`src/rtl/preset_loader.sv`:
```
// BCD preset loader: captures a parallel or keypad-entered preset, checks it is
// valid BCD, then holds registered set/reset masks on the counter for PULSE_CYCLES.
module preset_loader #(
  parameter int DIGITS       = 4,
  parameter int PULSE_CYCLES = 2
) (
  input  logic                  clk,
  input  logic                  rst_n,
  input  logic                  permit,
  input  logic                  mode,
  input  logic [4*DIGITS-1:0]   values,
  input  logic [3:0]            digit_in,
  input  logic                  digit_valid,
  input  logic                  clear_entry,
  output logic [4*DIGITS-1:0]   set,
  output logic [4*DIGITS-1:0]   reset,
  output logic                  busy,
  output logic                  done,
  output logic                  error,
  output logic [4*DIGITS-1:0]   shadow
);

  localparam int W = 4 * DIGITS;
  localparam logic [3:0] PULSE_INIT = 4'(PULSE_CYCLES);

  typedef enum logic [1:0] {
    S_IDLE  = 2'd0,
    S_CHECK = 2'd1,
    S_DRIVE = 2'd2,
    S_DONE  = 2'd3
  } state_e;

  state_e         state_q, state_d;
  logic [3:0]     cnt_q, cnt_d;
  logic [W-1:0]   stage_q, stage_d;
  logic           src_serial_q, src_serial_d;
  logic [W-1:0]   shadow_q, shadow_d;
  logic [W-1:0]   set_q, set_d;
  logic [W-1:0]   reset_q, reset_d;
  logic           busy_q, busy_d;
  logic           done_q, done_d;
  logic           error_q, error_d;

  function automatic logic all_bcd(input logic [W-1:0] v);
    logic ok;
    ok = 1'b1;
    for (int i = 0; i < DIGITS; i++) begin
      if (v[4*i +: 4] > 4'd9) ok = 1'b0;
    end
    return ok;
  endfunction

  function automatic logic [W-1:0] shift_digit(input logic [W-1:0] cur,
                                                input logic [3:0]   dig);
    return (cur << 4) | W'(dig);
  endfunction

  always_comb begin
    state_d      = state_q;
    cnt_d        = cnt_q;
    stage_d      = stage_q;
    src_serial_d = src_serial_q;
    shadow_d     = shadow_q;
    error_d      = error_q;

    unique case (state_q)
      S_IDLE: begin
        // A load request outranks keypad activity arriving in the same cycle.
        if (permit) begin
          state_d      = S_CHECK;
          stage_d      = mode ? shadow_q : values;
          src_serial_d = mode;
          error_d      = 1'b0;
        end else if (clear_entry) begin
          shadow_d = '0;
        end else if (digit_valid) begin
          shadow_d = shift_digit(shadow_q, digit_in);
        end
      end
      S_CHECK: begin
        if (!all_bcd(stage_q)) begin
          error_d = 1'b1;
          state_d = S_IDLE;
        end else begin
          state_d = S_DRIVE;
          cnt_d   = PULSE_INIT;
        end
      end
      S_DRIVE: begin
        if (cnt_q <= 4'd1) begin
          state_d = S_DONE;
        end else begin
          cnt_d = 4'(cnt_q - 4'd1);
        end
      end
      S_DONE: begin
        state_d = S_IDLE;
        if (src_serial_q) shadow_d = '0;
      end
      default: state_d = S_IDLE;
    endcase

    // Outputs are registered from the next state so they line up with it.
    set_d   = (state_d == S_DRIVE) ? stage_d  : '0;
    reset_d = (state_d == S_DRIVE) ? ~stage_d : '0;
    busy_d  = (state_d != S_IDLE);
    done_d  = (state_d == S_DONE);
  end

  always_ff @(posedge clk or negedge rst_n) begin
    if (!rst_n) begin
      state_q      <= S_IDLE;
      cnt_q        <= '0;
      src_serial_q <= 1'b0;
      shadow_q     <= '0;
      set_q        <= '0;
      reset_q      <= '0;
      busy_q       <= 1'b0;
      done_q       <= 1'b0;
      error_q      <= 1'b0;
    end else begin
      state_q      <= state_d;
      cnt_q        <= cnt_d;
      src_serial_q <= src_serial_d;
      shadow_q     <= shadow_d;
      set_q        <= set_d;
      reset_q      <= reset_d;
      busy_q       <= busy_d;
      done_q       <= done_d;
      error_q      <= error_d;
    end
  end

  // Staged preset is pure data; it is always rewritten before it is used.
  always_ff @(posedge clk) begin
    stage_q <= stage_d;
  end

  assign set    = set_q;
  assign reset  = reset_q;
  assign busy   = busy_q;
  assign done   = done_q;
  assign error  = error_q;
  assign shadow = shadow_q;

endmodule

```
`config.mk`:
```
export PLATFORM = sky130hd
export DESIGN_NAME = preset_loader
export DESIGN_NICKNAME = d
export VERILOG_FILES = /design/src/rtl/preset_loader.sv
export SDC_FILE = /design/constraint.sdc
export NUM_CORES = 1
export LEC_CHECK = 0
export ABC_AREA = 0
export BUFFER_PORTS_ARGS = -buffer_cell sky130_fd_sc_hd__buf_2
export CORE_ASPECT_RATIO = 1.1
export CORE_MARGIN = 2
export CORE_UTILIZATION = 55
export CTS_CLUSTER_DIAMETER = 40
export DETAILED_ROUTE_END_ITERATION = 16
export HOLD_SLACK_MARGIN = 0.08
export PLACE_DENSITY = 0.86
export SLEW_MARGIN = 20
export SYNTH_ARGS = -nofsm -noshare
export SYNTH_HDL_FRONTEND = slang
export SYNTH_SLANG_ARGS = --single-unit
```
`constraint.sdc`:
```
create_clock -name clk -period 4.7 [get_ports clk]
set_input_delay 1.41 -clock clk [delete_from_list [all_inputs] [get_ports clk]]
set_output_delay 1.41 -clock clk [all_outputs]
set_load 0.05 [all_outputs]
```
==> implementation parameters, run 1 <==
Parameter                              Value

Hold path
  Min-Delay Path Class    reg -> reg
  Min-Delay Startpoint    error
  Count of cells along the worst hold path    1

Drt
  Wirelength, routed    approximately 5.4 mm
  Detailed-route DRC error count    0
  Routed wire per std cell    ~14 um
  Initial drt markers    between 70 and 80
  Post-detailed-route count of antenna-violating nets    0
  Iteration count of the initial detailed-routing pass    4
  Via count    1988
  Ratio of routed vias to standard cells    between 5 and 6

Synthesis
  Primary FF master, synth    dfrtp_1
  Distinct cell type count after synthesis    37
  Asr flop ratio synth    0.784
  Register area share after synthesis    0.614
  Post-synthesis instance area    around 2900 um^2
  Number of flops mapped to enable cells by yosys    0
  Synth warnings    0
  Post-synthesis register bit count    between 70 and 80
  Syn_nets    around 280
  Syn Inst Count    between 200 and 300
  Post-Synthesis Mean Instance Area    11.4 um^2

Placed design
  Cells after DPL    roughly 380
  Port-buffer cells    between 70 and 80
  HPWL after detailed placement    3.81 mm
  Cell area reported after detailed placement    between 3000 and 4000 um^2
  RD Place Congestion    slightly below 0.8

STA
  Max Clock Skew    0.00585 ns
  Unrepaired setup endpoints after global routing    false
  Headroom to the max-slew limit    0.532
  Final setup viols    0
  Number of max-slew violations in the final report    0
  Final hold violation count    0
  Min Tclk post-route    about 2.5 ns
  Final critical-path share of the clock period    0.527
  Setup TNS    0 ns
  Actual transition at the worst max-transition pin    between 0.7 and 0.8 ns
  Maximum clock rate    404 MHz
  Worst hold slack    about 0.50 ns

Finish
  Non-filler instance count after layout    395
  Leading cell type in the layout, fill and taps excluded    buf_2
  Post-route cell area    roughly 3500 um^2
  Area of the multi-input gates    between 1000 and 1500 um^2
  Fill count    368
  Most frequent cells in the layout    buf_2, dfrtp_1, nor2_1, nand2_1, o21ai_0
  Layout cells sized above 1    0.350
  Post-layout nets    360
  Antenna diode count    0
  Post-layout util    0.689
  Sequential Area    around 1800 um^2
  P&R area growth vs syn    20.1%

Clock network
  Buffers from clock root to sink, at most    2
  Clk_lat worst skew    about 0.34 ns
  Clock root buffer    clkbuf_8
  Buffer count from post-CTS setup fixing    0
  Htree depth    3
  Clock tree from TritonCTS    yes
  # hold bufs at CTS    0
  CTS-repair resized insts    0
  Register clock-pin slew on the reported worst setup and hold paths    approximately 0.080 ns
  Number of clock sinks    74
  TritonCTS buffer count    9

Worst setup path
  Largest stage delay, worst path    roughly 0.43 ns
  Worst r2r src    cnt_q[1]
  Instance count on the critical path    1
  Critical Path End Type    output pin
  R2r worst-path depth    6
  Startpoint types    flop
  Crit Path Class    reg -> out
  Crit path required time    roughly 3.3 ns
  Cell breakdown of the critical path    buf_2
  CP max-delay cell    dfrtp_1
  Highest fanout seen on the critical path    4
  Buf+Inv Stages, Crit Path    1
  Largest delay contributor family on the critical path    flip-flops
  Data arrival time of the critical path    ~1.1 ns
  Start point of the critical path    shadow[4]

Run
  Max-cap violations    0

GRT
  Global-route wire length before repair    approximately 8.6 mm
  Vias in the first global route    between 1.5k and 2k
  Largest net degree at the start of global routing    around 60
  Number of antenna violations at the first check in global routing    0
  Global routing usage summed across all routing layers    0.196
  Total grt overflow    0

Power
  Relative contribution of combinational cells to total power    0.447
  Leak pwr    about 1.8 nW
  P_sw    ~0.0013 W
  Share of power burned in registers    0.378
  Net switching fraction of the power    0.476
  Peak ir drop on the vdd network    0.424 mV
  Clock Power Share    0.175
  Internal power contribution    ~0.0014 W
  Power density cells    782 nW/um^2

Die
  Floorplan die area    a little under 6000 um^2
  Top-Level Pins    77
  Core area    5030 um^2
  Starting utilization of the core area    0.574
  Site row count    27
  Die Y    80.0 um
  Die X    between 70 and 80 um

Run status
  Run status    completed
-- metal layers --
layer / up-vias / wire length (um) / track usage
met5: - / 0 / 0
met3: 6 / 277 / 0.0518
met4: 0 / 56 / 0.0741
li1: 1000 / - / -
met2: 56 / 2670 / 0.310
met1: 926 / 2400 / 0.259
-- metrics by stage --
step | setup WS (ns) | total power [W]
2_1_floorplan | 2.27 | 0.00199
3_3_place_gp | 1.81 | 0.00222
3_5_place_dp | 1.74 | 0.00225
4_1_cts | 2.09 | 0.00273
5_1_grt | 2.19 | 0.00286
6_report | 2.22 | 0.00271
-- synth_stat cells (2+ instances only) --
cell | instances | area, um^2
dfrtp_1 | 58 | 1450
nor2_1 | 35 | 131
nand2_1 | 34 | 128
o21ai_0 | 20 | 100
mux2i_1 | 17 | 170
and2_1 | 16 | 100
dfxtp_1 | 16 | 320
a21oi_2 | 9 | 78.8
a21oi_1 | 7 | 35.0
buf_6 | 4 | 45.0
inv_1 | 4 | 15.0
buf_2 | 3 | 15.0
a21oi_4 | 2 | 32.5
buf_4 | 2 | 15.0
ha_1 | 2 | 25.0
nor2_2 | 2 | 12.5
or2_2 | 2 | 12.5
xor2_1 | 2 | 17.5
-- final cells by class --
cell class                 instances  area share
sequential                        74       0.511
multi-input combinational        164       0.292
timing repair buffer              79       0.116
clock buffer                       9      0.0357
tap                               58      0.0209
clock inverter                     7      0.0202
inverter                           4     0.00433
-- state kept, by name (all words and copies together) (netlist names) --
name and flops:
busy 1, shadow 16, error 1, set 16, src_serial_q 1, state_q 2, cnt_q 4, reset 16
stage_q 16, done 1
-- cells by family after synthesis --
group | after synthesis | share of synthesized area
AND/OR/NAND/NOR | 96 | 0.155
AO/OA/AOI/OAI | 46 | 0.114
buffers and inverters | 16 | 0.0403
flip-flops | 74 | 0.614
adder cells (fa/ha/maj) | 2 | 0.00866
XOR/XNOR | 2 | 0.00607
multiplexers | 18 | 0.0628
-- power groups by stage --
| stage | registers [W] | clock network [W] | logic [W] |
|---|---|---|---|
| after global routing | 0.00106 | 0.000505 | 0.00130 |
| after detailed placement | 0.00104 | 0 | 0.00121 |
| final | 0.00103 | 0.000474 | 0.00121 |
| after CTS | 0.00103 | 0.000481 | 0.00122 |
| after floorplan | 0.00156 | 0 | 0.000432 |
| after global placement | 0.00103 | 0 | 0.00119 |
-- worst paths after layout --
kind / endpoint / slack, ns
hold / removal: error / 0.50
setup / recovery: shadow[4] / 2.22
min in group asynchronous: reset[3] / 1.20
setup reg to reg: cnt_q[1] / 2.82
max in group asynchronous: reset[13] / 3.04
hold reg to reg: error / 0.50
No activity file was read; power rests on OpenSTA's default activity.
==> run 2, diff against run 1 <==
Settings changed: ABC_AREA 0 to 1, CORE_UTILIZATION 55 to 52, PLACE_DENSITY 0.86 to 0.82.
Clock period 4.7 ns to 2.32 ns, I/O delays scaled along.
==> run 2 against run 1 <==
Effect of this change: final cell count increased by 24%; synthesized cell count increased by 31%; non-clock buffer count increased by 1; critical endpoint is now set[12]; sequential share of layout area decreased by 1.7 points; setup slack got worse by 1.8 ns; core utilization decreased by 5.9 points; via count increased by 18%; power increased by 110%; largest power group unchanged; sequential power increased by 98%; combinational power increased by 140%; hold slack got worse by 0.14 ns.
==> implementation parameters, run 2 <==
Parameter                              Value

Clock network
  Register clock-pin slew on the reported worst setup and hold paths    0.08 ns (about the same)
  Clk_lat worst skew    0.34 ns (about the same)
  # hold bufs at CTS    0 (unchanged)
  TritonCTS buffer count    9 (unchanged)
  CTS-repair resized insts    0 (unchanged)
  Clock root buffer    clkbuf_8
  Clock tree from TritonCTS    yes
  Number of clock sinks    74 (unchanged)
  Buffer count from post-CTS setup fixing    0 (unchanged)
  Buffers from clock root to sink, at most    2 (unchanged)
  Htree depth    3 (unchanged)

Synthesis
  Combinational family with the most area after synthesis    simple AND/OR/NAND/NOR gates
  Synthesized-area fraction occupied by adder cells    0.00830 (-0.000363)
  Post-synthesis instance area    3010 um^2 (+4.4%)
  Primary FF master, synth    dfrtp_1
  Distinct cell type count after synthesis    25 (-32%)
  Post-synthesis register bit count    74 (unchanged)
  Leading area contributor after synthesis    dfrtp_1
  Simple logic cell fraction of the synthesized area    0.190 (+0.0350)
  Top-area cell type share of the netlist area    0.482 (-0.0211)
  Number of flops mapped to enable cells by yosys    0 (unchanged)
  Synth warnings    0 (unchanged)
  Synth Area in Compound Gates    0.139 (+0.0247)
  Syn_nets    360 (+28%)
  Area share of xor/xnor cells in the synthesized design    0 (-0.00607)
  Syn Inst Count    332 (+31%)
  Top-count cell post-synth    nand2_1
  Most instantiated cells after synthesis    nand2_1, dfrtp_1, inv_1, o21ai_0
  Proportion of synthesized area in mux cells    0 (-0.0628)
  Top area cells in the synthesized netlist    dfrtp_1, nand2_1, dfxtp_1
  Asr flop ratio synth    0.784 (unchanged)
  Post-Synthesis Mean Instance Area    9.08 um^2 (-20%)
  Register area share after synthesis    0.588 (-0.0257)

Die
  Top-Level Pins    77 (unchanged)
  Die Y    83.9 um (+4.8%)
  Site row count    29 (+7.4%)
  Starting utilization of the core area    0.529 (-0.0446)
  Die X    76.6 um (+4.8%)
  Core area    5700 um^2 (+13%)
  Floorplan die area    6420 um^2 (+9.8%)

Placed design
  RD Place Congestion    0.753 (-5.2%)
  Cells after DPL    472 (+25%)
  HPWL after detailed placement    4.36 mm (+14%)
  Port-buffer cells    76 (unchanged)

Power
  Internal power contribution    0.00287 W (+100%)
  Peak ir drop on the vdd network    1.09 mV (+160%)
  P_sw    0.00290 W (+120%)
  Relative contribution of combinational cells to total power    0.496 (+0.049)
  Share of power burned in registers    0.354 (-0.024)
  Leak pwr    1.91 nW (+5.1%)
  Clock Power Share    0.149 (-0.026)
  Power density cells    1610 nW/um^2 (+110%)
  Net switching fraction of the power    0.503 (+0.0268)

Finish
  Non-filler instance count after layout    488 (+24%)
  Layout cells sized above 1    0.275 (-0.0752)
  Antenna diode count    0 (unchanged)
  Post-layout util    0.630 (-0.0587)
  P&R area growth vs syn    19.1%
  Fill count    485 (+32%)
  Post-layout nets    434 (+21%)
  Leading cell type in the layout, fill and taps excluded    nand2_1
  Most frequent cells in the layout    nand2_1, buf_2, dfrtp_1, inv_1, o21ai_0

Run
  Max-cap violations    0 (unchanged)

STA
  Unrepaired setup endpoints after global routing    false
  Final setup viols    0 (unchanged)
  Max Clock Skew    0.00660 ns (+0.000746 ns)
  Actual transition at the worst max-transition pin    0.617 ns (-0.0846 ns)
  Setup TNS    0 ns (unchanged)
  Final critical-path share of the clock period    0.805
  Min Tclk post-route    1.87 ns
  Maximum clock rate    535 MHz
  Final hold violation count    0 (unchanged)
  Number of max-slew violations in the final report    0 (unchanged)
  Headroom to the max-slew limit    0.588 (+0.0559)

Drt
  Post-detailed-route count of antenna-violating nets    0 (unchanged)
  Routed wire per std cell    12.5 um (-8.3%)
  Initial drt markers    141 (+86%)
  Iteration count of the initial detailed-routing pass    5 (+1)
  Ratio of routed vias to standard cells    4.80 (-4.7%)
  Detailed-route DRC error count    0 (unchanged)
  Via count    2341 (+18%)
  Wirelength, routed    6.11 mm (+13%)

Worst setup path
  Startpoint types    flop
  Last element of the critical path    set[12]
  R2r worst-path depth    6 (unchanged)
  Crit Path Class    reg -> reg
  Register-to-register setup slack    0.45 ns (-2.37 ns)
  Data arrival time of the critical path    2.12 ns (+1.05 ns)
  Critical Path End Type    flop
  Start point of the critical path    cnt_q[0]
  Worst r2r src    cnt_q[0]
  Highest fanout seen on the critical path    21 (+17)
  Reg2reg end    set[12]
  Crit path required time    2.58 ns (-0.71 ns)

Run status
  Run status    completed

GRT
  Largest net degree at the start of global routing    39 (-34%)
  Total grt overflow    0 (unchanged)
  Number of antenna violations at the first check in global routing    0 (unchanged)
  Global routing usage summed across all routing layers    0.205 (+0.00828)
  Global-route wire length before repair    10.1 mm (+17%)
  Vias in the first global route    2163 (+16%)

Hold path
  Min-Delay Path Class    in -> async
[run 2: changes by cell type in the layout (fill, tap and decap cells not counted), sizes merged, moves of 16 or more]
cell	previous run	this run
and2	16	0
nand2	34	108
o21ai	21	39
mux2i	17	0
nor2	37	20
a21boi	0	16
inv	4	30
[run 2: cells by family (layout without fill, tap and decap cells)]
group / after synthesis / count (layout)
flip-flops: 74 / 74
buffers and inverters: 46 / 125
adder cells (fa/ha/maj): 2 / 2
AO/OA/AOI/OAI: 72 / 72
AND/OR/NAND/NOR: 138 / 138
[run 2: power by group through the flow]
stage / clock network [W] / registers [W] / logic (W)
floorplan: 0 / 0.00314 / 0.00121
global route: 0.000943 / 0.00210 / 0.00310
detailed placement: 0 / 0.00207 / 0.00286
global placement: 0 / 0.00205 / 0.00280
finish: 0.000863 / 0.00204 / 0.00286
CTS: 0.000883 / 0.00205 / 0.00287
[run 2: layer usage]
layer  track usage  wire length (um)  vias up
met5             0                 0        -
met4        0.0843                97        0
met3        0.0519               269        7
met2         0.325              2900       67
met1         0.270              2840     1059
li1              -                 -     1208
[run 2: layout make-up]
cell class                      count  area [um^2]  share of cell area
Clock buffer                       10          128              0.0356
Clock inverter                      6         42.5              0.0119
Inverter                           29          114              0.0317
Multi-Input combinational cell    212         1010               0.283
Sequential cell                    74         1770               0.494
Tap cell                           77         96.3              0.0268
Timing Repair Buffer               80          423               0.118
[run 2: how the worst min path moves through the flow]
stage / from / end / slack [ns]
floorplan: rst_n / busy / 0.40
global placement: stage_q[0] / stage_q[0] / 0.45
global route: rst_n / set[7] / 0.41
detailed placement: stage_q[0] / stage_q[0] / 0.45
CTS: rst_n / set[13] / 0.37
finish: rst_n / reset[13] / 0.36
[run 2: metrics by stage]
stage	worst slack [ns]	cell area, um^2	hold WS, ns	total power [W]
after CTS	0.479	3590	0.372	0.00580
after detailed placement	0.482	3420	0.452	0.00493
after global routing	0.288	3590	0.407	0.00614
after global placement	0.611	3420	0.454	0.00486
final	0.451	3590	0.361	0.00577
after floorplan	0.861	3010	0.400	0.00435
[run 2: worst max-delay path: stages, from the launching register on]
cell and delay, ns:
dfrtp_1 0.39, inv_1 0.07, ha_1 0.22, o21ai_1 0.30
nand2_2 0.30, buf_4 0.28, a21boi_0 0.20
==> run 3, diff against run 2 <==
Settings changed: CORE_UTILIZATION 52 to 47, PLACE_DENSITY 0.82 to 0.78.
Clock period 2.32 ns to 1.6 ns, I/O delays scaled along.
==> run 3 against run 2 <==
Effect of this change: clock skew up 0.0050 ns; sequential power is 45% higher; critical endpoint is now shadow[3]; clock power grew 65%; global-route usage fell by 1.4 points; register-to-register slack got worse by 0.32 ns; sequential share of layout area is 1.7 points lower; non-clock buffer count rose by 8; core utilization decreased by 3.0 points; power rose by 51%; wire length up 1.4%; setup slack worse by 0.37 ns; critical path depth is 5 lower.
==> implementation parameters, run 3 (synthesis results as in run 2) <==
Parameter                              Value

Clock network
  TritonCTS buffer count    9 (unchanged)
  Htree depth    3 (unchanged)
  Clk_lat worst skew    0.33 ns (about the same)
  Number of clock sinks    74 (unchanged)
  Register clock-pin slew on the reported worst setup and hold paths    0.07 ns (about the same)
  Clock root buffer    clkbuf_8
  Buffers from clock root to sink, at most    2 (unchanged)
  Clock tree from TritonCTS    yes

Die
  Starting utilization of the core area    0.487 (-0.0424)
  Core area    6190 um^2 (+8.7%)
  Die Y    88.0 um (+4.9%)
  Top-Level Pins    77 (unchanged)
  Site row count    30 (+3.4%)
  Die X    80.4 um (+4.9%)
  Floorplan die area    7070 um^2 (+10%)

Power
  Peak ir drop on the vdd network    1.28 mV (+17%)
  Leak pwr    1.97 nW (+3.4%)
  Post-route total power    0.00873 W (+51%)
  Power density cells    2350 nW/um^2 (+46%)

STA
  Number of max-slew violations in the final report    0 (unchanged)
  Final hold violation count    0 (unchanged)
  Final setup viols    0 (unchanged)
  Slack of the critical path    0.0819 ns (-0.369 ns)
  Final critical-path share of the clock period    0.949
  Actual transition at the worst max-transition pin    0.399 ns (-0.218 ns)
  Headroom to the max-slew limit    0.734 (+0.146)
  Min Tclk post-route    roughly 1.5 ns
  Worst hold slack    0.392 ns (+0.0306 ns)
  Setup TNS    0 ns (unchanged)
  Max Clock Skew    0.0116 ns (+0.00503 ns)
  Unrepaired setup endpoints after global routing    false
  Maximum clock rate    ~660 MHz

GRT
  Global-route wire length before repair    10.3 mm (+2.5%)
  Vias in the first global route    2207 (+2.0%)
  Largest net degree at the start of global routing    44 (+13%)
  Total grt overflow    0 (unchanged)
  Number of antenna violations at the first check in global routing    0 (unchanged)
  Global routing usage summed across all routing layers    0.191 (-0.0137)

Placed design
  HPWL after detailed placement    4.53 mm (+4.0%)
  Port-buffer cells    76 (unchanged)
  RD Place Congestion    0.741 (-1.5%)
  Pre-CTS setup slack    0.0768 ns (-0.405 ns)

Finish
  Area of the multi-input gates    1020 um^2 (+0.37%)
  Post-layout util    0.600 (-0.0303)
  Post-layout nets    442 (+1.8%)
  P&R area growth vs syn    23.2%
  Most frequent cells in the layout    nand2_1, buf_2, dfrtp_1, inv_1, o21ai_0
  Fill count    527 (+8.7%)
  Layout cells sized above 1    0.284 (+0.00907)
  Sequential Area    1770 um^2 (unchanged)
  Antenna diode count    0 (unchanged)
  Leading cell type in the layout, fill and taps excluded    nand2_1

Drt
  Initial drt markers    125 (-11%)
  Iteration count of the initial detailed-routing pass    4 (-1)
  Routed wire per std cell    12.4 um (-0.83%)
  Wirelength, routed    6.20 mm (+1.4%)
  Detailed-route DRC error count    0 (unchanged)
  Ratio of routed vias to standard cells    4.81 (+0.18%)
  Post-detailed-route count of antenna-violating nets    0 (unchanged)
  Via count    2398 (+2.4%)

Hold path
  Min-Delay Path Class    in -> reg
  Min-Delay Startpoint    digit_in[0]
  Count of cells along the worst hold path    3
  Hold-critical path endpoint    shadow[0]

Worst setup path
  Startpoint types    flop
  Worst r2r src    cnt_q[0]
  Data arrival time of the critical path    1.04 ns (-1.08 ns)
  R2r worst-path depth    6 (unchanged)
  Crit path required time    1.12 ns (-1.46 ns)
  Highest fanout seen on the critical path    4 (-81%)
  Largest delay contributor family on the critical path    flip-flops
  Cell breakdown of the critical path    buf_2
  Buf+Inv Stages, Crit Path    1 (-1)
  Largest stage delay, worst path    0.42 ns (+0.03 ns)
  Critical Path End Type    output pin
  Crit Path Class    reg -> out
  Register-to-register setup slack    0.13 ns (-0.32 ns)
  Reg2reg end    reset[13]
  CP max-delay cell    dfrtp_1

Run status
  Run status    completed

Run
  Max-cap violations    0 (unchanged)
run 3: worst max-delay path by stage:
stage	slack, ns	end	startpoint	cells after the start
floorplan	0.14	cnt_q[0]	cnt_q[0]	7
global placement	0.11	reset[6]	cnt_q[0]	6
detailed placement	0.08	reset[13]	cnt_q[0]	6
CTS	0.05	reset[13]	cnt_q[0]	6
global route	0.02	reset[14]	cnt_q[0]	6
finish	0.08	shadow[3]	shadow[3]	1
run 3: worst reg2reg max path, cell delays in order, from the launching register on:
cell,delay [ns]
dfrtp_1,0.38
inv_1,0.07
ha_1,0.23
o21ai_2,0.16
nand2_2,0.11
buf_4,0.23
a21oi_1,0.20
run 3: final cells by class:
cell class / instances / area share
clock buffer: 14 / 0.0438
clock inverter: 2 / 0.0101
inverter: 29 / 0.0307
multi-input combinational: 212 / 0.274
sequential: 74 / 0.477
tap: 80 / 0.0269
timing repair buffer: 88 / 0.137
run 3: timing repair:
item	4_1_cts	5_1_grt
gates resized for setup	0	2
hold buffers	1	0
endpoints found under the hold margin	15	0
endpoints found under the setup margin	0	24
buffers inserted	0	1
run 3: power by group:
part / switching, W / total, W / leakage, nW / internal (W)
Sequential: 0.000371 / 0.00296 / 0.906 / 0.00259
Combinational: 0.00319 / 0.00435 / 0.971 / 0.00116
Clock: 0.000613 / 0.00142 / 0.0969 / 0.000808
run 3: routing by layer:
layer,global-route usage,vias up,wire length [um]
met1,0.282,1091,2990
met4,0.0508,0,34
li1,-,1219,-
met2,0.281,84,2800
met5,0,-,0
met3,0.0505,4,383
run 3: through the flow:
stage	instance area, um^2	std cells
after floorplan	3010	332
after global placement	3490	481
after detailed placement	3490	481
after CTS	3700	498
after global routing	3710	499
final	3710	499
